[config.mk]
export PLATFORM = sky130hd
export DESIGN_NAME = conv_batch_sequencer
export DESIGN_NICKNAME = d
export VERILOG_FILES = /design/src/rtl/conv_seq_pkg.sv /design/src/rtl/conv_seq_watchdog.sv /design/src/rtl/conv_batch_sequencer.sv
export SDC_FILE = /design/constraint.sdc
export NUM_CORES = 1
export LEC_CHECK = 0
export CELL_PAD_IN_SITES_DETAIL_PLACEMENT = 1
export CELL_PAD_IN_SITES_GLOBAL_PLACEMENT = 2
export CORE_ASPECT_RATIO = 1.75
export CORE_MARGIN = 4
export CORE_UTILIZATION = 29
export DETAILED_ROUTE_END_ITERATION = 12
export GPL_ROUTABILITY_DRIVEN = 0
export PLACE_DENSITY_LB_ADDON = 0.08
export SKIP_CTS_REPAIR_TIMING = 1
export SYNTH_ARGS = -nofsm -noshare
export SYNTH_HDL_FRONTEND = slang
export SYNTH_SLANG_ARGS = --single-unit
[constraint.sdc]
create_clock -name clk -period 2.4 [get_ports clk]
set_input_delay 0.48 -clock clk [delete_from_list [all_inputs] [get_ports clk]]
set_output_delay 0.48 -clock clk [all_outputs]
set_load 0.02 [all_outputs]
[src/rtl/conv_seq_pkg.sv]
// Shared types and field widths for the fix(8.8)->float16 batch sequencer.
package conv_seq_pkg;

    localparam int unsigned FLOAT_W  = 16;
    localparam int unsigned BYTE_W   = 8;
    localparam int unsigned OPER_W   = 16;
    localparam int unsigned INT_W    = 15;
    localparam int unsigned EXP_W    = 5;
    localparam int unsigned MANT_W   = 10;
    localparam int unsigned COUNT_W  = 8;

    typedef enum logic [3:0] {
        StIdle,
        StRdLo,
        StRdHi,
        StLaunch,
        StWait,
        StWrLo,
        StWrHi,
        StNext,
        StDone
    } state_e;

endpackage

[src/rtl/conv_seq_watchdog.sv]
// Cycle counter for converter completion; expire_o rises on the TIMEOUT-th enabled cycle.
module conv_seq_watchdog #(
    parameter int unsigned TIMEOUT = 64
) (
    input  logic clk_i,
    input  logic rst_i,
    input  logic clear_i,
    input  logic enable_i,
    output logic expire_o
);

    localparam int unsigned CntW = $clog2(TIMEOUT + 1);

    logic [CntW-1:0] cnt_q;

    always_ff @(posedge clk_i or posedge rst_i) begin
        if (rst_i) begin
            cnt_q <= '0;
        end else if (clear_i) begin
            cnt_q <= '0;
        end else if (enable_i && !expire_o) begin
            cnt_q <= cnt_q + CntW'(1);
        end
    end

    assign expire_o = (cnt_q == CntW'(TIMEOUT - 1));

endmodule

[src/rtl/conv_batch_sequencer.sv]
// Batch controller: reads sign-magnitude operands, drives the converter, writes float16 results.
module conv_batch_sequencer
    import conv_seq_pkg::*;
#(
    parameter int unsigned ADDR_W  = 8,
    parameter int unsigned TIMEOUT = 64
) (
    input  logic                clk,
    input  logic                reset,
    input  logic                start,
    input  logic [ADDR_W-1:0]   src_base,
    input  logic [ADDR_W-1:0]   dst_base,
    input  logic [COUNT_W-1:0]  count,
    output logic                done,
    output logic                err,
    output logic [ADDR_W-1:0]   DataAddress,
    output logic                ReadMem,
    output logic                WriteMem,
    output logic [BYTE_W-1:0]   DataIn,
    input  logic [BYTE_W-1:0]   DataOut,
    output logic                cvt_start,
    output logic [OPER_W-1:0]   cvt_operand,
    input  logic                cvt_done,
    input  logic [FLOAT_W-1:0]  cvt_result
);

    state_e              state_q;
    logic [ADDR_W-1:0]   src_q, dst_q, addr_q;
    logic [COUNT_W-1:0]  rem_q;
    logic [OPER_W-1:0]   operand_q;
    logic [BYTE_W-1:0]   res_hi_q, data_in_q;
    logic                done_q, err_q, write_q, cvt_start_q;
    logic                wd_expire;

    conv_seq_watchdog #(
        .TIMEOUT (TIMEOUT)
    ) u_watchdog (
        .clk_i    (clk),
        .rst_i    (reset),
        .clear_i  (state_q == StLaunch),
        .enable_i (state_q == StWait),
        .expire_o (wd_expire)
    );

    always_ff @(posedge clk or posedge reset) begin
        if (reset) begin
            state_q     <= StIdle;
            src_q       <= '0;
            dst_q       <= '0;
            addr_q      <= '0;
            rem_q       <= '0;
            operand_q   <= '0;
            res_hi_q    <= '0;
            data_in_q   <= '0;
            done_q      <= 1'b0;
            err_q       <= 1'b0;
            write_q     <= 1'b0;
            cvt_start_q <= 1'b0;
        end else begin
            write_q     <= 1'b0;
            cvt_start_q <= 1'b0;
            unique case (state_q)
                StIdle, StDone: begin
                    if (start) begin
                        src_q  <= src_base;
                        dst_q  <= dst_base;
                        rem_q  <= count;
                        done_q <= 1'b0;
                        err_q  <= 1'b0;
                        // An empty batch passes through NEXT so done still rises one edge later.
                        if (count == '0) begin
                            state_q <= StNext;
                        end else begin
                            addr_q  <= src_base;
                            state_q <= StRdLo;
                        end
                    end
                end
                StRdLo: begin
                    operand_q[BYTE_W-1:0] <= DataOut;
                    addr_q                <= src_q + ADDR_W'(1);
                    state_q               <= StRdHi;
                end
                StRdHi: begin
                    operand_q[OPER_W-1:BYTE_W] <= DataOut;
                    cvt_start_q                <= 1'b1;
                    state_q                    <= StLaunch;
                end
                StLaunch: begin
                    state_q <= StWait;
                end
                StWait: begin
                    if (cvt_done) begin
                        res_hi_q  <= cvt_result[FLOAT_W-1:BYTE_W];
                        data_in_q <= cvt_result[BYTE_W-1:0];
                        addr_q    <= dst_q;
                        write_q   <= 1'b1;
                        state_q   <= StWrLo;
                    end else if (wd_expire) begin
                        err_q   <= 1'b1;
                        done_q  <= 1'b1;
                        state_q <= StDone;
                    end
                end
                StWrLo: begin
                    data_in_q <= res_hi_q;
                    addr_q    <= dst_q + ADDR_W'(1);
                    write_q   <= 1'b1;
                    state_q   <= StWrHi;
                end
                StWrHi: begin
                    state_q <= StNext;
                end
                StNext: begin
                    src_q <= src_q + ADDR_W'(2);
                    dst_q <= dst_q + ADDR_W'(2);
                    if (rem_q != '0) begin
                        rem_q <= rem_q - COUNT_W'(1);
                    end
                    if (rem_q <= COUNT_W'(1)) begin
                        done_q  <= 1'b1;
                        state_q <= StDone;
                    end else begin
                        addr_q  <= src_q + ADDR_W'(2);
                        state_q <= StRdLo;
                    end
                end
                default: state_q <= StIdle;
            endcase
        end
    end

    assign done        = done_q;
    assign err         = err_q;
    assign DataAddress = addr_q;
    assign ReadMem     = 1'b1;
    assign WriteMem    = write_q;
    assign DataIn      = data_in_q;
    assign cvt_start   = cvt_start_q;
    assign cvt_operand = operand_q;

endmodule

After elaboration in Yosys (flattened, before gate mapping)
Cells that the tools add are included.
{"block": "totals", "inputBits": 52, "ff_bits": 79, "elab_cells": 90}
{"block": "classes", "addsub": 6, "reduce_logical": 20, "eq_ne": 18, "magnitude_cmp": 1, "n_mux": 31}
{"op": "$mux W8", "n": 9}
{"op": "$pmux W8 S2", "n": 4}
{"op": "$pmux W8 S5", "n": 1}
{"op": "$pmux W4 S8", "n": 1}
{"op": "$add A8 B1 Y8 const B", "n": 2}
{"op": "$add A8 B2 Y8 const B", "n": 2}
{"op": "$eq A4 B3 Y1 const B", "n": 4}
{"op": "$mux W4", "n": 4}
{"op": "$ne A2 B2 Y1 const B", "n": 8}
{"op": "$mux W7", "n": 2}
{"op": "$reduce_and A5 Y1", "n": 2}
{"op": "$eq A4 B2 Y1 const B", "n": 2}
{"op": "$le A8 B1 Y1 const B", "n": 1}
{"op": "$logic_not A8 Y1", "n": 1}
{"op": "$reduce_and A2 Y1", "n": 4}
{"op": "$reduce_bool A2 Y1", "n": 4}
{"op": "$reduce_bool A8 Y1", "n": 1}
{"op": "$sub A8 B1 Y8 const B", "n": 1}
{"op": "$add A7 B1 Y7 const B", "n": 1}
{"op": "$eq A7 B6 Y1 const B", "n": 1}
{"op": "$mux W1", "n": 6}
{"op": "$reduce_bool A5 Y1", "n": 1}
{"op": "$eq A4 B1 Y1 const B", "n": 1}
{"op": "$eq A4 B4 Y1 const B", "n": 1}
{"op": "other kinds (11)", "n": 12}

Depth between registers and ports, before layout
{"block": "logic_depth", "depth_word": 5, "mapped_depth": 12, "ltp_nobuf": 9}

Hierarchy
From an unflattened synthesis, not the netlist that was laid out.
{"block": "unflattened", "hier_cells": 461, "area_unflattened_um2": 4474.3}
{"module": "conv_batch_sequencer", "instances": 1, "area_each_um2": 4088.9, "seq_area_each_um2": 1801.7, "cells_each": 422}
{"module": "conv_seq_watchdog", "instances": 1, "area_each_um2": 385.4, "seq_area_each_um2": 175.2, "cells_each": 39}

Worst setup path after synthesis
Ideal clock, no wire load.
{"block": "synth_timing", "kind": "register to register", "startpoint": "register state_q[1]", "endpoint": "register addr_q[4], in the netlist DataAddress[4]", "t_required_ns": 2.271, "slack_ns": -0.027, "setup_ns": 0.129, "path_stages_with_launch": 13, "arrival_time_ns": 2.298, "period_less_slack_ns": 2.427, "path_cell_list": "dfrtp_1 buf_2 nor4bb_1 clkbuf_1 clkbuf_1 nand2_1 nand2_1 ha_1 nand3_1 xnor2_1 a221o_1 o22ai_1 o21ai_0"}
{"block": "synth_via", "elab_chain_cells": 4, "word_cells_on_any_way": 14, "classes_between": "eq/ne: 9; mux: 1; reduce/logical: 4"}
{"element": "from (decl)", "line_no": "conv_batch_sequencer.sv:27", "rtl": "state_e state_q;"}
{"element": "from (signal assigned)", "line_no": "conv_batch_sequencer.sv:47", "rtl": "state_q <= StIdle;"}
{"element": "from (signal assigned)", "line_no": "conv_batch_sequencer.sv:72", "rtl": "state_q <= StNext;"}
{"element": "from (signal assigned)", "line_no": "conv_batch_sequencer.sv:75", "rtl": "state_q <= StRdLo;"}
{"element": "$eq A4 B4 Y1 / $logic_not A4 Y1 (equally long branches)", "line_no": "conv_batch_sequencer.sv:62", "rtl": "unique case (state_q)"}
{"element": "$reduce_or A2 Y1", "line_no": "conv_batch_sequencer.sv:62"}
{"element": "$reduce_bool A5 Y1 (no line) / $ne A2 B2 Y1 (equally long branches)"}
{"element": "$reduce_and A5 Y1 (no line)"}
{"element": "to (signal assigned)", "line_no": "conv_batch_sequencer.sv:74", "rtl": "addr_q <= src_base;"}
{"element": "to (signal assigned)", "line_no": "conv_batch_sequencer.sv:81", "rtl": "addr_q <= src_q + ADDR_W'(1);"}
{"element": "to (signal assigned)", "line_no": "conv_batch_sequencer.sv:96", "rtl": "addr_q <= dst_q;"}
{"element": "to (decl)", "line_no": "conv_batch_sequencer.sv:28", "rtl": "logic [ADDR_W-1:0] src_q, dst_q, addr_q;"}
Parallel ways exist; a longest one is shown, timed or not.
A chain may end at the register's enable or synchronous reset.

Worst setup path in the final report
{"block": "layout_timing", "startpoint": "register state_q[2]", "endpoint": "register addr_q[7], in the netlist DataAddress[7]"}
The elaborated chain is that of the path after synthesis.

==> impl_results.md <==
- Worst Setup End Kind: flop
- Dpl hpwl: 11300 um
- Number of port buffers: 87
- Busiest grt layer: met2
- Final period util: 93.0%
- DIE WIDTH: 101 um
- Worst Path Arrival: 2.45 ns
- Rel. slew slack: 55.8%
- Largest net degree at the start of global routing: 38
- Xor/xnor share of the synthesized area: 3.02%
- WL final: 14500 um
- Syn nets: 516
- Simple-Gate Fraction of Synth Area: 19.2%
- Fraction of registers with async set/reset: 100%
- Initial antenna violation count: 0
- Maxcap violations: 0
- Vias post-DR: 3922
- Met2 usage: 34.1%
- Design area: 5930 um^2
- Placed cell area: 5610 um^2
- GR Overflow Total: 0
- Clk_skew: 0.0157 ns
- Via density per instance: 5.23
- Status: finished, final reports clean
- Min-delay worst type: flop to flop
- Die area: 17100 um^2
- # H-tree levels: 3
- Die H: 170 um
- Worst Tran Pin Value: 0.659 ns
- Max Freq: 448 MHz
- Area grow syn2layout: 36.4%
- Startpoint Class: flop
- Max rail drop VDD: 0.000451 V
- CP Max Fanout: 12
- Met3 Use GR: 3.45%
- Post-Syn Instances: 457
- CTS sink count: 79
- Diodes inserted: 0
- TNS Setup: 0 ns
- Top FF cell, synth: dfrtp_1
- Multiplexer share of the synthesized area: 9.44%
- # DRC: 0
- Global Route met1 Usage: 19.2%
- DRT Pass-1 Iters: 4
- PwrDens: 1350 nW/um^2
- Layout cells sized above 1: 15.2%
- Post-synthesis compound-gate area fraction: 17.0%
- CTS tree: done
- Detailed Route Iter0 Violations: 118
- Clk slew on worst S/H paths: 0.06 ns
- Final Hold Vio Count: 0
- Post-synth EDFFs: 0
- Worst-case clock buffer depth: 2
- Register area share after synthesis: 45.5%
- Largest family of logic cells by synthesized area: simple AND/OR/NAND/NOR gates
- Largest cells by area after synthesis: dfrtp_1 (45%), mux2_2 (6.0%), nand2_1 (5.0%)
- Synth cell count leaders: dfrtp_1 (79), nand2_1 (58), nor2_1 (37), o21ai_0 (32), a21oi_1 (27)
- Setup violators final: 0
- Distinct cells, synth: 62
- Adder-Cell Fraction of Synth Area: 2.02%
- Largest area contributor in the netlist: dfrtp_1
- CORE AREA: 14800 um^2
- Clk_lat worst skew: 0.34 ns
- IO Count: 89
- Vias in the first global route: 4228
- First-pass GRT wire length: 23600 um
- Avg Inst Size Synth: 9.51 um^2
- Std cell rows: 59
- CP required: 2.61 ns
- Count leader, synth: dfrtp_1
- Yosys warns: 0
- Post-DRT Antenna Nets: 0
- Wire per inst: 19.3 um
- Nets@finish: 621
- WS Path Type: flop to flop
- GRT Resource Usage Total: 17.7%
- Synthesized cell area: 4350 um^2
- Minimum clock period: 2.23 ns
- Max Slew Vio Count: 0
- Unrepaired setup endpoints after global routing: no
- Root buf cell: clkbuf_16
- Leakage: 0.00251 uW
- Seq cells post-synth: 79
- Share of Yosys cell area claimed by the top area cell type: 45.5%
- Cts bufs inserted: 9
- Initial Util: 29.4%
-- metal layers --
layer	routed length, um	share of wire, %	vias up
met3	540	3.7	13
met4	199	1.4	0
met1	5490	38	1967
met5	0	0	-
li1	-	-	1862
met2	8260	57	80
-- flip-flops by register name, indices dropped and copies added, names as in the netlist --
signal and count:
done 1, DataIn 8, u_watchdog.cnt_q 7, err 1, cvt_operand 16, DataAddress 8
src_q 8, cvt_start 1, dst_q 8, res_hi_q 8, rem_q 8, WriteMem 1
state_q 4
-- power by group --
group	internal, uW	leakage (uW)	switching, uW
clock network	812	0.000135	581
registers	1950	0.000963	584
logic	1940	0.00141	2160
-- logic make-up after synthesis --
| kind of cell | count (synthesis) |
|---|---|
| xor+xnor | 15 |
| other cells | 1 |
| mux | 38 |
| buf+inv | 37 |
| flops | 79 |
| simple gates | 166 |
| compound gates | 114 |
| fa+ha+maj | 7 |
-- worst paths after layout --
path                                              endpoint  depth (start not counted)  slack [ns]               startpoint
worst max-delay path            DataAddress[7]$_DFFE_PP0P_                          8        0.17   state_q[2]$_DFFE_PP0P_
worst min-delay path                 DataIn[5]$_DFFE_PP0P_                          2        0.48  res_hi_q[5]$_DFFE_PP0P_
worst max register to register  DataAddress[7]$_DFFE_PP0P_                          8        0.17   state_q[2]$_DFFE_PP0P_
worst min register to register       DataIn[5]$_DFFE_PP0P_                          2        0.48  res_hi_q[5]$_DFFE_PP0P_
max in group asynchronous       cvt_operand[8]$_DFFE_PP0P_                          3        1.27                    reset
min in group asynchronous          res_hi_q[7]$_DFFE_PP0P_                          2        0.55                    reset
-- critical path, cell delays in order (launching register included) --
cell       delay (ns)
dfrtp_1          0.37
buf_4            0.17
buf_4            0.17
or4b_1           0.58
a21oi_1          0.16
o221ai_1         0.12
buf_4            0.21
a211oi_1         0.22
a2bb2oi_1        0.10
-- stage by stage --
stage / std cells / total power [uW] / worst slack [ns] / util (%) / hold WS, ns
after CTS: 749 / 8150 / 0.127 / 40.0 / 0.491
final: 750 / 8030 / 0.168 / 40.1 / 0.484
after floorplan: 457 / 4910 / 0.0591 / - / 0.444
after detailed placement: 733 / 6700 / -0.0956 / 38.0 / 0.475
after global placement: 733 / 6570 / -0.0426 / 38.0 / 0.451
after global routing: 750 / 8660 / 0.0477 / 40.1 / 0.518
-- cells in the final DEF (no fill, tap or decap), types with 7 or more instances in the layout --
cell,count
nand3_1,16
dfrtp_1,79
mux2_2,23
xnor2_1,9
inv_1,7
a21oi_1,27
or3_1,7
clkdlybuf4s50_1,87
nand2_1,58
nand2b_1,9
mux2i_1,14
clkbuf_16,9
nor2_1,37
o21ai_0,32
buf_4,33
nor3_1,8
a31oi_1,8
-- final cells by class --
type	count	area (um^2)
tap	183	229
multi-input combinational	341	2230
inverter	9	37.5
sequential	79	1980
clock buffer	10	229
timing repair buffer	122	1160
fill	1692	8840
clock inverter	6	70.1
No activity file was read; power rests on OpenSTA's default activity.
